==> config.mk <==
export PLATFORM = sky130hd
export DESIGN_NAME = axis_dma_ingress_fifo
export DESIGN_NICKNAME = d
export VERILOG_FILES = /design/src/rtl/axis_dma_ingress_fifo.sv
export SDC_FILE = /design/constraint.sdc
export NUM_CORES = 1
export LEC_CHECK = 0
export BUFFER_PORTS_ARGS = -buffer_cell sky130_fd_sc_hd__buf_2
export CAP_MARGIN = 25
export CORE_ASPECT_RATIO = 0.5
export CORE_MARGIN = 2
export CORE_UTILIZATION = 30
export DETAILED_ROUTE_END_ITERATION = 8
export PLACE_DENSITY_LB_ADDON = 0.12
export SLEW_MARGIN = 25
export SYNTH_ARGS = -nofsm -noshare
export SYNTH_HDL_FRONTEND = slang
export SYNTH_SLANG_ARGS = --single-unit
==> constraint.sdc <==
create_clock -name clk -period 7.8 [get_ports clk]
set_input_delay 1.95 -clock clk [delete_from_list [all_inputs] [get_ports clk]]
set_output_delay 1.95 -clock clk [all_outputs]
set_load 0.03 [all_outputs]
==> src/rtl/axis_dma_ingress_fifo.sv <==
// DMA MM2S ingress buffer: wide-word FIFO plus a hold register that
// serializes each word, low lane first, into narrow model-side beats.
module axis_dma_ingress_fifo #(
    parameter int DEPTH          = 8,
    parameter int IN_DATA_WIDTH  = 32,
    parameter int OUT_DATA_WIDTH = 8
) (
    input  logic                       clk,
    input  logic                       rst,
    input  logic                       s_axis_tvalid,
    input  logic [IN_DATA_WIDTH-1:0]   s_axis_tdata,
    input  logic [IN_DATA_WIDTH/8-1:0] s_axis_tkeep,
    input  logic                       s_axis_tlast,
    output logic                       s_axis_tready,
    output logic                       m_axis_tvalid,
    output logic [OUT_DATA_WIDTH-1:0]  m_axis_tdata,
    input  logic                       m_axis_tready,
    output logic                       frame_done,
    output logic [31:0]                frame_beats,
    output logic [$clog2(DEPTH):0]     occupancy
);

    localparam int LANES  = IN_DATA_WIDTH / OUT_DATA_WIDTH;
    localparam int KEEP_W = IN_DATA_WIDTH / 8;
    localparam int KPL    = OUT_DATA_WIDTH / 8;
    localparam int AW     = $clog2(DEPTH);
    localparam int LW     = $clog2(LANES + 1);
    localparam int IW     = (LANES > 1) ? $clog2(LANES) : 1;

    logic [IN_DATA_WIDTH-1:0] r_mem_data [DEPTH];
    logic [LW-1:0]            r_mem_nl   [DEPTH];
    logic                     r_mem_last [DEPTH];

    logic [AW:0]              r_wr_ptr;
    logic [AW:0]              r_rd_ptr;

    logic                     r_hold_v;
    logic [IN_DATA_WIDTH-1:0] r_data;
    logic [LW-1:0]            r_nlanes;
    logic                     r_last;
    logic [IW-1:0]            r_lane;
    logic [31:0]              r_beat_cnt;

    logic          w_empty;
    logic          w_full;
    logic          w_wr_en;
    logic          w_hs;
    logic          w_lane_last;
    logic          w_final;
    logic          w_load;
    logic [LW-1:0] w_nlanes;

    // A lane counts as present only when every byte enable inside it is set.
    always_comb begin
        w_nlanes = '0;
        for (int k = 0; k < LANES; k++) begin
            if (&s_axis_tkeep[k*KPL +: KPL]) begin
                w_nlanes = w_nlanes + LW'(1);
            end
        end
    end

    assign w_empty = (r_wr_ptr == r_rd_ptr);
    assign w_full  = (r_wr_ptr[AW] != r_rd_ptr[AW]) &&
                     (r_wr_ptr[AW-1:0] == r_rd_ptr[AW-1:0]);
    assign w_wr_en = s_axis_tvalid & ~w_full;

    assign w_hs        = r_hold_v & m_axis_tready;
    assign w_lane_last = (LW'(r_lane) + LW'(1)) >= r_nlanes;
    assign w_final     = w_hs & w_lane_last;
    assign w_load      = ~w_empty & (~r_hold_v | w_final);

    assign s_axis_tready = ~w_full;
    assign m_axis_tvalid = r_hold_v;
    assign m_axis_tdata  = r_data[r_lane*OUT_DATA_WIDTH +: OUT_DATA_WIDTH];
    assign frame_done    = w_final & r_last;
    assign frame_beats   = r_beat_cnt + 32'(w_hs);
    assign occupancy     = r_wr_ptr - r_rd_ptr;

    always_ff @(posedge clk) begin
        if (w_wr_en) begin
            r_mem_data[r_wr_ptr[AW-1:0]] <= s_axis_tdata;
            r_mem_nl[r_wr_ptr[AW-1:0]]   <= w_nlanes;
            r_mem_last[r_wr_ptr[AW-1:0]] <= s_axis_tlast;
        end
    end

    always_ff @(posedge clk) begin
        if (rst) begin
            r_wr_ptr <= '0;
            r_rd_ptr <= '0;
        end else begin
            if (w_wr_en) begin
                r_wr_ptr <= r_wr_ptr + (AW+1)'(1);
            end
            if (w_load) begin
                r_rd_ptr <= r_rd_ptr + (AW+1)'(1);
            end
        end
    end

    // Loading on the final-lane handshake keeps the narrow side bubble-free.
    always_ff @(posedge clk) begin
        if (rst) begin
            r_hold_v <= 1'b0;
            r_data   <= '0;
            r_nlanes <= '0;
            r_last   <= 1'b0;
            r_lane   <= '0;
        end else if (w_load) begin
            r_hold_v <= 1'b1;
            r_data   <= r_mem_data[r_rd_ptr[AW-1:0]];
            r_nlanes <= r_mem_nl[r_rd_ptr[AW-1:0]];
            r_last   <= r_mem_last[r_rd_ptr[AW-1:0]];
            r_lane   <= '0;
        end else if (w_hs) begin
            if (w_lane_last) begin
                r_hold_v <= 1'b0;
            end else begin
                r_lane <= r_lane + IW'(1);
            end
        end
    end

    always_ff @(posedge clk) begin
        if (rst) begin
            r_beat_cnt <= '0;
        end else if (frame_done) begin
            r_beat_cnt <= '0;
        end else if (w_hs) begin
            r_beat_cnt <= r_beat_cnt + 32'd1;
        end
    end

endmodule

# Yosys cells after proc, flatten, opt, wreduce, memory -nomap -nowiden
# Memory sizes are Yosys's and may differ from the RTL's. A register that Yosys moved wholly into a read port is not among the register bits.
# Cells that the tools add are included.
dict set report word_totals {
  mem_bits_ro 0
  mem_bits_rw 288
  n_memories 3
  out_inout_bits 47
  input_bits 41
  reg_bits 43
  latch_bits 0
  elab_cells 49
}
dict set report classes {
  reduce_logical 7
  bitwise_logic 10
  order_cmp 1
  n_eq_ne 3
  addsub 10
  shift 1
  multipliers 0
  n_div 0
  n_mux 9
}
# name depth word_bits rd rd_ports_with_merged_regs write_ports line
set mem_list {}
lappend mem_list {r_mem_data 8 32 1 1 1 30} ;# logic [IN_DATA_WIDTH-1:0] r_mem_data [DEPTH];
lappend mem_list {r_mem_nl 8 3 1 1 1 31} ;# logic [LW-1:0] r_mem_nl [DEPTH];
lappend mem_list {r_mem_last 8 1 1 1 1 32} ;# logic r_mem_last [DEPTH];
# cell n
set op_table {}
lappend op_table {{32-bit by 1-bit adder with 32-bit output} 1}
lappend op_table {{32-bit by 1-bit adder with 32-bit output, second input constant} 1}
lappend op_table {{32-bit by 6-bit indexed part select with 8-bit output} 1}
lappend op_table {{3-bit two-way mux} 3}
lappend op_table {{4-bit by 1-bit adder with 4-bit output, second input constant} 2}
lappend op_table {{3-bit by 1-bit adder with 3-bit output, second input constant} 2}
lappend op_table {{1-bit two-way mux} 6}
lappend op_table {{1-bit bitwise AND} 5}
lappend op_table {{4-bit == test} 1}
lappend op_table {{1-bit inverter} 4}
lappend op_table {{2-bit AND reduction} 2}
lappend op_table {{2-bit nonzero test} 2}
lappend op_table {{2-bit OR reduction} 2}
lappend op_table {{4-bit subtractor} 1}
lappend op_table {{2-bit by 1-bit adder with 3-bit output, second input constant} 1}
lappend op_table {{3-bit == test} 1}
lappend op_table {{3-bit greater-or-equal comparator} 1}
lappend op_table {{1-bit by 1-bit adder with 2-bit output, second input constant} 1}
lappend op_table {{2-bit by 1-bit adder with 2-bit output, second input constant} 1}
lappend op_table {{1-bit logical AND} 1}
lappend op_table {{1-bit != test} 1}
lappend op_table {{1-bit OR} 1}

# Depth between registers and ports, before layout
dict set report depth {
  word_depth 7
  depth_mapped 11
  depth_no_buf 8
}

# Worst setup path after synthesis
# Ideal clock, no wire load.
dict set report synth_timing {
  path_type {input-to-output}
  startpoint {input m_axis_tready}
  endpoint {output frame_beats[31]}
  path_stages 9
  t_arrival_ns 3.853
  slack_ns 1.997
  path_cell_list {nand2_1 -> inv_1 -> ha_1 -> nand3_1 -> or2_2 -> clkbuf_1 -> nor2b_1 -> nand3_1 -> xnor2_1}
}
dict set report synth_via {
  elab_chain_len 2
}
# item line
set synth_lines {}
lappend synth_lines {{start: declaration} 17} ;# input logic m_axis_tready,
lappend synth_lines {{1-bit bitwise AND} 68} ;# assign w_hs = r_hold_v & m_axis_tready;
lappend synth_lines {{net w_hs} 47} ;# logic w_hs;
lappend synth_lines {{32-bit by 1-bit adder with 32-bit output} 77} ;# assign frame_beats = r_beat_cnt + 32'(w_hs);
lappend synth_lines {{end: declaration} 19} ;# output logic [31:0] frame_beats,
# The timed path passes the listed nets, and every way through them passes these cells.

# Worst setup path in the final report
dict set report layout_timing {
  startpoint {input m_axis_tready}
  endpoint {output frame_beats[30]}
}
# Same word-level chain as after synthesis.

==> metrics.csv <==
metric,value,unit
endpoint_kind,primary output,
synth_edf_count,288,
synth_xor_area_frac,0.0423,
synth_top_family_by_area,multiplexers,
synth_compound_area_frac,0.0371,
grt_pass1_wl,55500,µm
reg2reg_slack,4.10,ns
slew-limit-headroom,0.384,
fillers,4703,
ys_ff_latch,367,
drt_wl_total,36800,µm
async_reset_ff_frac,0,
slew_viol_final,0,
yosysTopAreaCell,edfxtp_1,
die_area,0.0515,mm²
path_class,input pin to primary output,
via_per_inst,4.84,
yosys_warnings,0,
ctsResizeCount,0,
crit_fanout,7,
root_buffer,clkbuf_16,
ant_nets,0,
hold_viol_final,0,
clock-skew-final,0.0207,ns
cts.clk_slew.worst_paths,0.06,ns
cts_buffer_depth,3,
yosys.area_share.adder,0.0140,
max_stage_delay,0.43,ns
yosysMostFrequentCell,edfxtp_1,
drv_cap,0,
drive_gt1_frac,0.243,
syn_nets,1003,
synth_common_cells,"edfxtp_1 (288), nor2_1 (90), mux4_2 (80)",
vias,8271,
portBuffers,87,
final_cell_area,0.0173,mm²
drt_pass1_iterations,7,
stdcell_count,1709,
worst_setup_path_start_kind,input pin,
vdd_drop_max,0.213,mV
dieWidth,319,µm
holdBufCountCts,0,
grt_pass1_vias,8644,
postSynthCellCount,946,
cts_tree,yes,
cts-htree-levels,2,
worstSkewPairLatency,0.55,ns
io_pins,88,
postCtsSetupBuffers,0,
grt_usage,0.144,
initial_utilization,0.305,
cp.required,5.85,ns
synth_area_leaders,"edfxtp_1 (58%), mux4_2 (12%), dfxtp_1 (11%)",
final_net_count,1089,
yosysTopAreaCellShare,0.581,
crit_arrival,4.17,ns
slowest_stage,nand4_1,
tightest_slew,0.923,ns
die_h,161,µm
clock_sinks,367,
dp_hpwl,20200,µm
fp.coreArea,0.0488,mm²
synthFlopType,edfxtp_1,
postPlaceCellArea,0.0161,mm²
synth.distinct_cells,40,
area_growth,16.5,%
gp_congestion,0.797,
min_path_type,register to register,
diodes,0,
drc,0,
synthSimpleGateAreaFrac,0.0764,
numCtsBuffers,36,
antenna_found_initial,0,
status,completed,
ys_seq_area_frac,0.687,
drt_iter0_drc,617,
rows,57,
fmax,0.163,GHz
netlist_area,0.0149,mm²
overflow,0,
setup_viol,0,
muxShareOfSynthArea,0.123,
rsz0062_at_grt,no,
cp_cell_sequence,buf_2 > nand2_1 > inv_1 > ha_1 > ha_1 > nand4_1 > nand2b_1 > nand3b_1 > xnor2_1 > buf_2,
syn-mean-instance-area,15.7,µm²
power_density,305,mW/mm²
wire_per_inst,21.5,µm
dp_cells,1643,
grt_max_degree,49,
p_leak,0.00581,µW
period_share,0.785,
setup_tns,0,ns
period_minus_slack,6.12,ns
[placed cells by master, fill, tap and decap left out, drive strengths merged, types with 5 or more instances in the layout]
cell type  instances
a211oi            33
a21oi             44
buf              102
bufinv             5
clkbuf            46
clkinv            10
dfxtp             79
edfxtp           288
ha                15
inv               20
mux4              80
nand2             71
nand2b             6
nand3             21
nand4             17
nor2              90
nor3              15
nor4               6
xnor2             34
xor2              37
[logic make-up (layout without fill, tap and decap cells)]
family / count (synthesis) / count (layout)
AOI/OAI and AO/OA: 88 / 88
xor gates and xnor gates: 71 / 71
adders and majority gates: 16 / 16
buffers and inverters: 72 / 186
DFF: 367 / 367
muxes: 83 / 83
and+or+nand+nor: 249 / 249
[worst max-delay path: cells and delay by family]
family | cells | cell delay [ns]
adders and majority gates | 2 | 0.43
xor gates and xnor gates | 1 | 0.17
and+or+nand+nor | 4 | 1.11
buffers and inverters | 3 | 0.51
[where the power goes]
part | switching [µW] | internal [µW] | leakage [µW]
clock | 771 | 1080 | 0.000600
sequential | 166 | 2260 | 0.00327
combinational | 608 | 404 | 0.00195
[routing by layer]
metal,GRT usage,vias up,share of wire
met3,0.0268,38,0.044
met4,0.0309,0,0.015
met1,0.205,4292,0.48
met5,0,-,0
li1,-,3786,-
met2,0.232,155,0.46
[path summary, 6_finish.rpt]
check,from,endpoint,depth (start not counted)
hold / removal,r_nlanes[2]$_SDFFE_PP0P_,r_nlanes[2]$_SDFFE_PP0P_,2
setup / recovery,m_axis_tready,frame_beats[30],10
setup reg to reg,r_rd_ptr[0]$_SDFFE_PP0P_,r_mem_last[4]$_DFFE_PP_,5
hold reg to reg,r_nlanes[2]$_SDFFE_PP0P_,r_nlanes[2]$_SDFFE_PP0P_,2
[final cells by class]
cell class	count	area (µm²)	area share
Timing Repair Buffer	102	548	0.0316
Tap cell	649	812	0.0468
Sequential cell	367	10200	0.591
Inverter	18	70.1	0.00404
Clock inverter	20	255	0.0147
Multi-Input combinational cell	507	4420	0.255
Clock buffer	46	990	0.0571
[state kept, by name, indices dropped and copies added (netlist names), 2 cells and up]
signal	cells
r_mem_data	256
r_nlanes	3
r_data	32
r_rd_ptr	4
r_wr_ptr	4
r_lane	2
r_mem_last	8
r_beat_cnt	32
r_mem_nl	24
[metrics by stage]
step | utilization | total power [µW] | hold WS, ns | worst slack, ns
after floorplan | - | 3120 | 0.441 | 2.00
after CTS | 0.355 | 5370 | 0.489 | 1.67
after global routing | 0.355 | 5550 | 0.519 | 1.47
final | 0.355 | 5280 | 0.491 | 1.68
after detailed placement | 0.330 | 3510 | 0.478 | 1.69
after global placement | 0.330 | 3500 | 0.481 | 1.73
No activity file was read; power rests on OpenSTA's default activity.
